File: config.mk
export PLATFORM = sky130hd
export DESIGN_NAME = coherence_bus_ctrl
export DESIGN_NICKNAME = d
export VERILOG_FILES = /design/src/rtl/coherence_bus_ctrl.sv
export SDC_FILE = /design/constraint.sdc
export NUM_CORES = 1
export LEC_CHECK = 0
export ABC_AREA = 1
export BUFFER_PORTS_ARGS = -buffer_cell sky130_fd_sc_hd__buf_2
export CORE_AREA = 8 8 189 191
export DETAILED_ROUTE_END_ITERATION = 10
export DIE_AREA = 0 0 197 199
export SYNTH_ARGS = -nofsm -noshare
export SYNTH_HDL_FRONTEND = slang
export SYNTH_SLANG_ARGS = --single-unit
File: constraint.sdc
create_clock -name CLK -period 3.8 [get_ports CLK]
set_input_delay 0 -clock CLK [delete_from_list [all_inputs] [get_ports CLK]]
set_output_delay 0 -clock CLK [all_outputs]
set_load 0.01 [all_outputs]
File: src/rtl/coherence_bus_ctrl.sv
// coherence_bus_ctrl: two-core shared-RAM arbiter and MSI snoop sequencer (WB, snoop, C2C, MEM, IFETCH).
// Define BUS_PERF_CNT_EN to add the c2c_count / mem_rd_count block-transfer counters.
module coherence_bus_ctrl #(
    parameter int CPUS      = 2,
    parameter int BLK_WORDS = 2
) (
    input  logic                  CLK,
    input  logic                  RST,
    input  logic [CPUS-1:0]       iREN,
    input  logic [CPUS-1:0][31:0] iaddr,
    input  logic [CPUS-1:0]       dREN,
    input  logic [CPUS-1:0]       dWEN,
    input  logic [CPUS-1:0][31:0] daddr,
    input  logic [CPUS-1:0][31:0] dstore,
    input  logic [CPUS-1:0]       cctrans,
    input  logic [CPUS-1:0]       ccwrite,
    output logic [CPUS-1:0]       iwait,
    output logic [CPUS-1:0][31:0] iload,
    output logic [CPUS-1:0]       dwait,
    output logic [CPUS-1:0][31:0] dload,
    output logic [CPUS-1:0]       ccwait,
    output logic [CPUS-1:0]       ccinv,
    output logic [CPUS-1:0][31:0] ccsnoopaddr,
    output logic                  ramREN,
    output logic                  ramWEN,
    output logic [31:0]           ramaddr,
    output logic [31:0]           ramstore,
    input  logic                  ram_ready,
`ifdef BUS_PERF_CNT_EN
    output logic [31:0]           c2c_count,
    output logic [31:0]           mem_rd_count,
`endif
    input  logic [31:0]           ramload
);
    localparam int WCW = (BLK_WORDS > 1) ? $clog2(BLK_WORDS) : 1;

    typedef enum logic [2:0] {IDLE, WB, SNOOP, C2C, MEM, IFETCH} state_t;

    state_t         state, state_n;
    logic           req, req_n, last_grant, last_grant_n;
    logic           upg, upg_n, inv, inv_n;
    logic [WCW-1:0] wcnt, wcnt_n;
    logic           other, last_word;
    logic [CPUS-1:0] cc_req;

    assign other     = ~req;
    assign last_word = (wcnt == WCW'(BLK_WORDS - 1));
    // Upgrades (write hit in S) carry cctrans+ccwrite with no data request.
    assign cc_req    = cctrans & (dREN | dWEN | ccwrite);

    // Tie goes to the core that did not win last time.
    function automatic logic pick(input logic [CPUS-1:0] r, input logic lg);
        if (&r) return ~lg;
        return r[1];
    endfunction

    always_ff @(posedge CLK or posedge RST) begin
        if (RST) begin
            state      <= IDLE;
            req        <= 1'b0;
            last_grant <= 1'b1;
            upg        <= 1'b0;
            inv        <= 1'b0;
            wcnt       <= '0;
        end else begin
            state      <= state_n;
            req        <= req_n;
            last_grant <= last_grant_n;
            upg        <= upg_n;
            inv        <= inv_n;
            wcnt       <= wcnt_n;
        end
    end

    always_comb begin
        state_n      = state;
        req_n        = req;
        last_grant_n = last_grant;
        upg_n        = upg;
        inv_n        = inv;
        wcnt_n       = wcnt;
        case (state)
            IDLE: begin
                wcnt_n = '0;
                if (|dWEN) begin
                    req_n        = pick(dWEN, last_grant);
                    last_grant_n = req_n;
                    state_n      = WB;
                end else if (|cc_req) begin
                    req_n        = pick(cc_req, last_grant);
                    last_grant_n = req_n;
                    upg_n        = ~(dREN[req_n] | dWEN[req_n]);
                    inv_n        = ccwrite[req_n];
                    state_n      = SNOOP;
                end else if (|iREN) begin
                    req_n        = pick(iREN, last_grant);
                    last_grant_n = req_n;
                    state_n      = IFETCH;
                end
            end
            WB:     if (!dWEN[req]) state_n = IDLE;
            SNOOP: begin
                if (cctrans[other]) begin
                    if (upg)                 state_n = IDLE;
                    else if (ccwrite[other]) state_n = C2C;
                    else                     state_n = MEM;
                end
            end
            C2C, MEM: begin
                if (ram_ready) begin
                    wcnt_n = wcnt + WCW'(1);
                    if (last_word) state_n = IDLE;
                end
            end
            IFETCH: if (ram_ready) state_n = IDLE;
            default: state_n = IDLE;
        endcase
    end

    always_comb begin
        iwait       = '1;
        dwait       = '1;
        iload       = '0;
        dload       = '0;
        ccwait      = '0;
        ccinv       = '0;
        ccsnoopaddr = '0;
        ramREN      = 1'b0;
        ramWEN      = 1'b0;
        ramaddr     = '0;
        ramstore    = '0;
        case (state)
            WB: begin
                if (dWEN[req]) begin
                    ramWEN   = 1'b1;
                    ramaddr  = daddr[req];
                    ramstore = dstore[req];
                    if (ram_ready) dwait[req] = 1'b0;
                end
            end
            SNOOP, C2C, MEM: begin
                // Snoop signals stay up until the IDLE return.
                ccwait[other]      = 1'b1;
                ccinv[other]       = inv;
                ccsnoopaddr[other] = daddr[req];
                if (state == SNOOP && upg && cctrans[other]) dwait[req] = 1'b0;
                if (state == C2C) begin
                    dload[req] = dstore[other];
                    ramWEN     = 1'b1;
                    ramaddr    = daddr[other];
                    ramstore   = dstore[other];
                    if (ram_ready) begin
                        dwait[req]   = 1'b0;
                        dwait[other] = 1'b0;
                    end
                end
                if (state == MEM) begin
                    ramREN  = 1'b1;
                    ramaddr = daddr[req];
                    if (ram_ready) begin
                        dload[req] = ramload;
                        dwait[req] = 1'b0;
                    end
                end
            end
            IFETCH: begin
                ramREN  = 1'b1;
                ramaddr = iaddr[req];
                if (ram_ready) begin
                    iload[req] = ramload;
                    iwait[req] = 1'b0;
                end
            end
            default: ;
        endcase
    end

`ifdef BUS_PERF_CNT_EN
    always_ff @(posedge CLK or posedge RST) begin
        if (RST) begin
            c2c_count    <= '0;
            mem_rd_count <= '0;
        end else if (ram_ready && last_word) begin
            if (state == C2C) c2c_count    <= c2c_count + 32'd1;
            if (state == MEM) mem_rd_count <= mem_rd_count + 32'd1;
        end
    end
`endif

endmodule

==> flow_summary.toml, run 1 <==
[setup_path]
critPathMaxStageDelay_ps = 730
critPathLaunchType = "register"
r2r_end = "state[1]$_DFFE_PP0P_"
cp_num_cells = 4
cp-startpoint = "req$_DFFE_PP0P_"
endpoint = "dload[11]"
cp_max_fo = 33
cp_num_buf_inv = 1
regToRegStartpoint = "req$_DFFE_PP0P_"
endpoint_kind = "output port"
r2r_slack_ps = 1770
cp_cell_sequence = "nor2_1 -> nand2_1 -> o21ai_0 -> buf_2"
critPathKind = "reg2out"
rr_worst_depth = 9
critPathTopFamily = "simple AND/OR/NAND/NOR gates"
arrival_ps = 2820
crit_required_ps = 3800
slowest_stage = "nand2_1"

[final_layout]
final_cell_area_um2 = 7540
drive_gt1_share_pct = 39.6
final_core_util_pct = 23.0
synthToLayoutAreaGrowth_pct = 63.3
nets = 1648

[place]
gp_congestion = 0.988
place_area_um2 = 7450
place_hpwl_um = 25300
portBuffers = 502

[worst_hold_path]
min_path_type = "in2reg"

[synth]
synth-seq-cells = 8
yosys.area.top_type_share_pct = 35.7
syn_inst = 949
synth_common_cells = "nand2_1 (439), inv_1 (110), nor2_1 (77)"
synth_edf_count = 0
async_flop_share_pct = 100
synth.most_common_cell = "nand2_1"
synth.distinct_cells = 28
synth-warning-count = 0
avgSynthCellArea_um2 = 4.87
synth_nets = 1186
yosys-top-cells-area = "nand2_1 (36%), inv_1 (8.9%), mux2i_1 (6.9%)"
synth_top_area_cell = "nand2_1"
yosysSeqAreaShare_pct = 4.36
ys.flop_type = "dfrtp_1"
syn_area_um2 = 4620

[status]
outcome = "finished clean"

[detailed_routing]
antenna_left = 0
drt_iter0_drc = 560
vias_per_cell = 4.32
wire_per_inst_um = 16.5
dr.pass1.iters = 5
drc_errors = 0
vias = 8040
wl_um = 30700

[die]
die_h_um = 199
die_area_um2 = 39200
floorplan.initialDensity_pct = 14.1
core_area_um2 = 32900
io-pin-count = 503
die_w_um = 197
rows = 67

[grt]
grt_pass1_wl_um = 44200
grtUsageTotal_pct = 14.0
grt_pass1_vias = 7997
overflow = 0
antenna_found_initial = 0
grt_max_degree = 51

[power_and_ir_drop]
vdd_drop_max_uv = 398
power_density_nw_per_um2 = 486
power_w = 0.00367
p_leak_nw = 5.25

[sta]
slew_violations = 0
worst_hold_slack_ps = 140
worst_pin_slew_ps = 1240
rsz0062_at_grt = "no"
hold_violations = 0
setup_viol = 0
finalCriticalPeriod_ps = 2820
slew_headroom_pct = 17.2
skew_ps = 4.18
max_freq_mhz = 355
fin_setup_tns_ps = 0
finalCritPeriodShare_pct = 74.2

[clock_tree]
clkTransAtPathRegs_ps = 40
numClockSinks = 8
clk_latency_ps = 230
h-tree-depth = 1
cts_max_path_buffers = 2
cts_buffers = 3
cts_root_buf = "clkbuf_16"
post_cts_resize_count = 0
cts_tree = "done"

[flow_run]
drv_cap = 0
cell type report:
| type | count | area (µm²) |
|---|---|---|
| fillers | 3865 | 25300 |
| inverters | 121 | 454 |
| multi-input cells | 759 | 3610 |
| well taps | 448 | 561 |
| clock buffers | 4 | 78.8 |
| flip-flops and latches | 8 | 205 |
| diodes | 1 | 2.50 |
| repair buffers | 518 | 2640 |
per-layer routing:
layer  share of wire [%]  vias up  global-route usage [%]  wire [µm]
met5                   0        -                       0          0
li1                    -     3910                       -          -
met4                 2.6        0                    4.04        802
met1                  41     3655                    17.5      12700
met2                  48      419                    24.3      14700
met3                 8.1       56                    2.55       2500
cell families (layout without fill, tap and decap cells):
logic type	Yosys count	count (layout)	synth area share [%]
AO/OA/AOI/OAI	136	136	19.6
buffers and inverters	182	643	17.5
flip-flops	8	8	4.36
multiplexers	32	32	6.93
other	0	1	0
AND/OR/NAND/NOR	591	591	51.6
report_power, final:
group          switching, W  leakage (nW)  internal (W)
clock             0.0000414        0.0382      0.000140
sequential         0.000114         0.100      0.000133
combinational       0.00212          5.11       0.00112
total               0.00227          5.25       0.00139
metrics by stage:
stage | setup WS, ps | std cells
6_report | 980 | 1859
3_5_place_dp | 1230 | 1853
4_1_cts | 986 | 1858
5_1_grt | 784 | 1858
3_3_place_gp | 1220 | 1853
2_1_floorplan | 2470 | 949
worst register-to-register path: cells and delay by family (launching register included):
family | cells | cell delay [ps]
simple gates | 8 | 720
flops | 1 | 670
buf+inv | 1 | 590
timing repair:
item                      4_1_cts  5_1_grt
setup buffers                   0        0
hold buffers                    1        0
hold endpoints to repair        8        0
cell usage in the layout, fill, tap and decap left out, drive strengths merged, types with 4 or more instances in the layout:
| cell type | count |
|---|---|
| nand4 | 5 |
| nor2 | 84 |
| dfrtp | 7 |
| a22oi | 31 |
| clkbuf | 4 |
| a21oi | 4 |
| nand3 | 60 |
| o211ai | 32 |
| mux2i | 32 |
| nand2 | 441 |
| o21ai | 68 |
| inv | 121 |
| buf | 517 |
sequential cells by signal, indices dropped and copies added (netlist names):
register,count
inv,1
last_grant,1
last_word,1
req,1
state,3
upg,1
worst min-delay path by stage:
stage,startpoint,to,depth (start not counted)
4_1_cts,dREN[1],upg$_DFFE_PP0P_,6
6_report,dREN[1],upg$_DFFE_PP0P_,6
3_5_place_dp,RST,req$_DFFE_PP0P_,2
5_1_grt,dREN[1],upg$_DFFE_PP0P_,6
2_1_floorplan,RST,inv$_DFFE_PP0P_,1
3_3_place_gp,RST,state[0]$_DFFE_PP0P_,2
No activity file was read; power rests on OpenSTA's default activity.
==> run 2: changes to the inputs <==
CORE_AREA = 8 8 188 190   (was 8 8 189 191)
DIE_AREA = 0 0 196 198   (was 0 0 197 199)
clock period = 2.4 ns   (was 3.8 ns; I/O delays follow)
==> run 2 against run 1 <==
Net effect: first-iteration DRC count is 5.0% lower; sequential share of layout area hardly changed; die area is 1.0% lower; register-to-register slack worse by 1100 ps; largest power group unchanged; sequential cell count stayed put; largest cell class unchanged; routed wire length is 0.69% lower.
==> flow_summary.toml, run 2 (synthesis gave the netlist of run 1 again) <==
[status]
outcome = "finished clean"

[detailed_routing]
vias_per_cell = 4.44
wl_um = 30500
dr.pass1.iters = 5
drc_errors = 0
antenna_left = 0
vias = 8057
drt_iter0_drc = 532
wire_per_inst_um = 16.8

[sta]
max_freq_mhz = 440
fin_setup_tns_ps = 0
finalCriticalPeriod_ps = 2280
slew_violations = 0
setup_viol = 0
worst_pin_slew_ps = 1090
fin_ws_ps = 125
slew_headroom_pct = 27.3
rsz0062_at_grt = "no"
hold_violations = 0
finalCritPeriodShare_pct = 94.8
skew_ps = 0.751

[setup_path]
cp_max_fo = 32
cp_num_buf_inv = 2
crit_required_ps = 2400
critPathTopFamily = "simple AND/OR/NAND/NOR gates"
cp-startpoint = "state[0]$_DFFE_PP0P_"
arrival_ps = 2280
critPathLaunchType = "register"
cp_cell_sequence = "nor2_4 -> nand2_2 -> inv_2 -> nor2_4 -> o211ai_1 -> buf_2"
critPathMaxStageDelay_ps = 830
slowest_stage = "nor2_4"
critPathKind = "reg2out"
critPathMostFrequentCell = "nor2_4"
endpoint_kind = "output port"
regToRegStartpoint = "req$_DFFE_PP0P_"

[final_layout]
layout.cells.most_common_list = "buf_2 (502), nand2_1 (439), inv_1 (110), nor2_1 (77), nand3_1 (57)"
largest_register = "state"
nets = 1646
diodes = 0
synthToLayoutAreaGrowth_pct = 63.2
multiInputGateArea_um2 = 3610
seq_area_um2 = 205
fill_cells = 3750
drive_gt1_share_pct = 39.5
largest_reg_flops = 3
final_common_cell = "buf_2"

[power_and_ir_drop]
power_density_nw_per_um2 = 776
vdd_drop_max_uv = 415
p_leak_nw = 5.26

[die]
core_area_um2 = 32200
die_h_um = 198
io-pin-count = 503
rows = 66
floorplan.initialDensity_pct = 14.3
die_w_um = 196
die_area_um2 = 38800

[clock_tree]
cts_buffers = 3
clk_latency_ps = 240
cts_tree = "done"
post_cts_resize_count = 0
cts_max_path_buffers = 2
cts_root_buf = "clkbuf_16"
clkTransAtPathRegs_ps = 40
numClockSinks = 8
h-tree-depth = 1

[grt]
antenna_found_initial = 0
grtUsageTotal_pct = 14.3
grt_max_degree = 94
grt_pass1_wl_um = 44900
overflow = 0
grt_pass1_vias = 7943

[place]
portBuffers = 502
preCtsSetupSlack_ps = 398
gp_congestion = 0.916
place_hpwl_um = 24900

[worst_hold_path]
min_path_type = "in2reg"
min_from = "ccwrite[1]"

[flow_run]
drv_cap = 0
run 2: cell count changes in the layout (fill, tap and decap cells not counted):
cell and delta:
buf_4 -7, buf_12 +5, diode_2 -1
run 2: worst paths after layout:
kind                                          end  slack [ps]  cells after the start
min in group asynchronous         upg$_DFFE_PP0P_         280                      3
max in group asynchronous  last_grant$_DFFE_PP1P_        1840                      3
max reg2reg                  state[0]$_DFFE_PP0P_         700                     10
min                               inv$_DFFE_PP0P_         100                      5
max                                   ramaddr[12]         120                      6
min reg2reg                last_grant$_DFFE_PP1P_         500                      2
run 2: where the power goes:
group	switching [W]	internal (W)
logic	0.00344	0.00181
clock network	0.0000736	0.000222
registers	0.000101	0.000211
run 2: what timing repair did:
item	4_1_cts	5_1_grt
endpoints found under the setup margin	0	0
hold buffers	1	0
setup buffers	0	0
endpoints found under the hold margin	8	0
run 2: through the flow:
step	cells	instance area, µm²	power (W)	hold WS, ps	utilization, %
floorplan	949	4620	0.00365	-185	-
global placement	1811	7450	0.00551	-34.5	23.1
detailed placement	1811	7450	0.00556	-31.1	23.1
CTS	1816	7540	0.00588	108	23.4
global route	1816	7540	0.00640	143	23.4
finish	1816	7540	0.00585	105	23.4
run 2: layout make-up:
| class | count | share of cell area (%) |
|---|---|---|
| well taps | 408 | 6.77 |
| flip-flops and latches | 8 | 2.72 |
| multi-input cells | 759 | 47.9 |
| inverters | 121 | 6.02 |
| repair buffers | 516 | 35.6 |
| clock buffers | 4 | 1.05 |
run 2: worst reg2reg max path, stage by stage, from the launching register on:
cell,delay [ps]
dfrtp_4,500
inv_2,80
buf_4,380
nand2_1,90
nand2_1,100
nand2_1,60
nand3_1,120
nor2_2,70
nand2_1,110
nand2_1,60
nand2_1,70
run 2: per-layer routing:
layer	part of all wire [%]	track usage [%]	wire (µm)	up-vias
met2	48	24.6	14700	500
met4	2.6	4.27	790	0
met1	38	16.8	11600	3584
li1	-	-	-	3920
met3	11	4.36	3490	53
met5	0	0	0	-
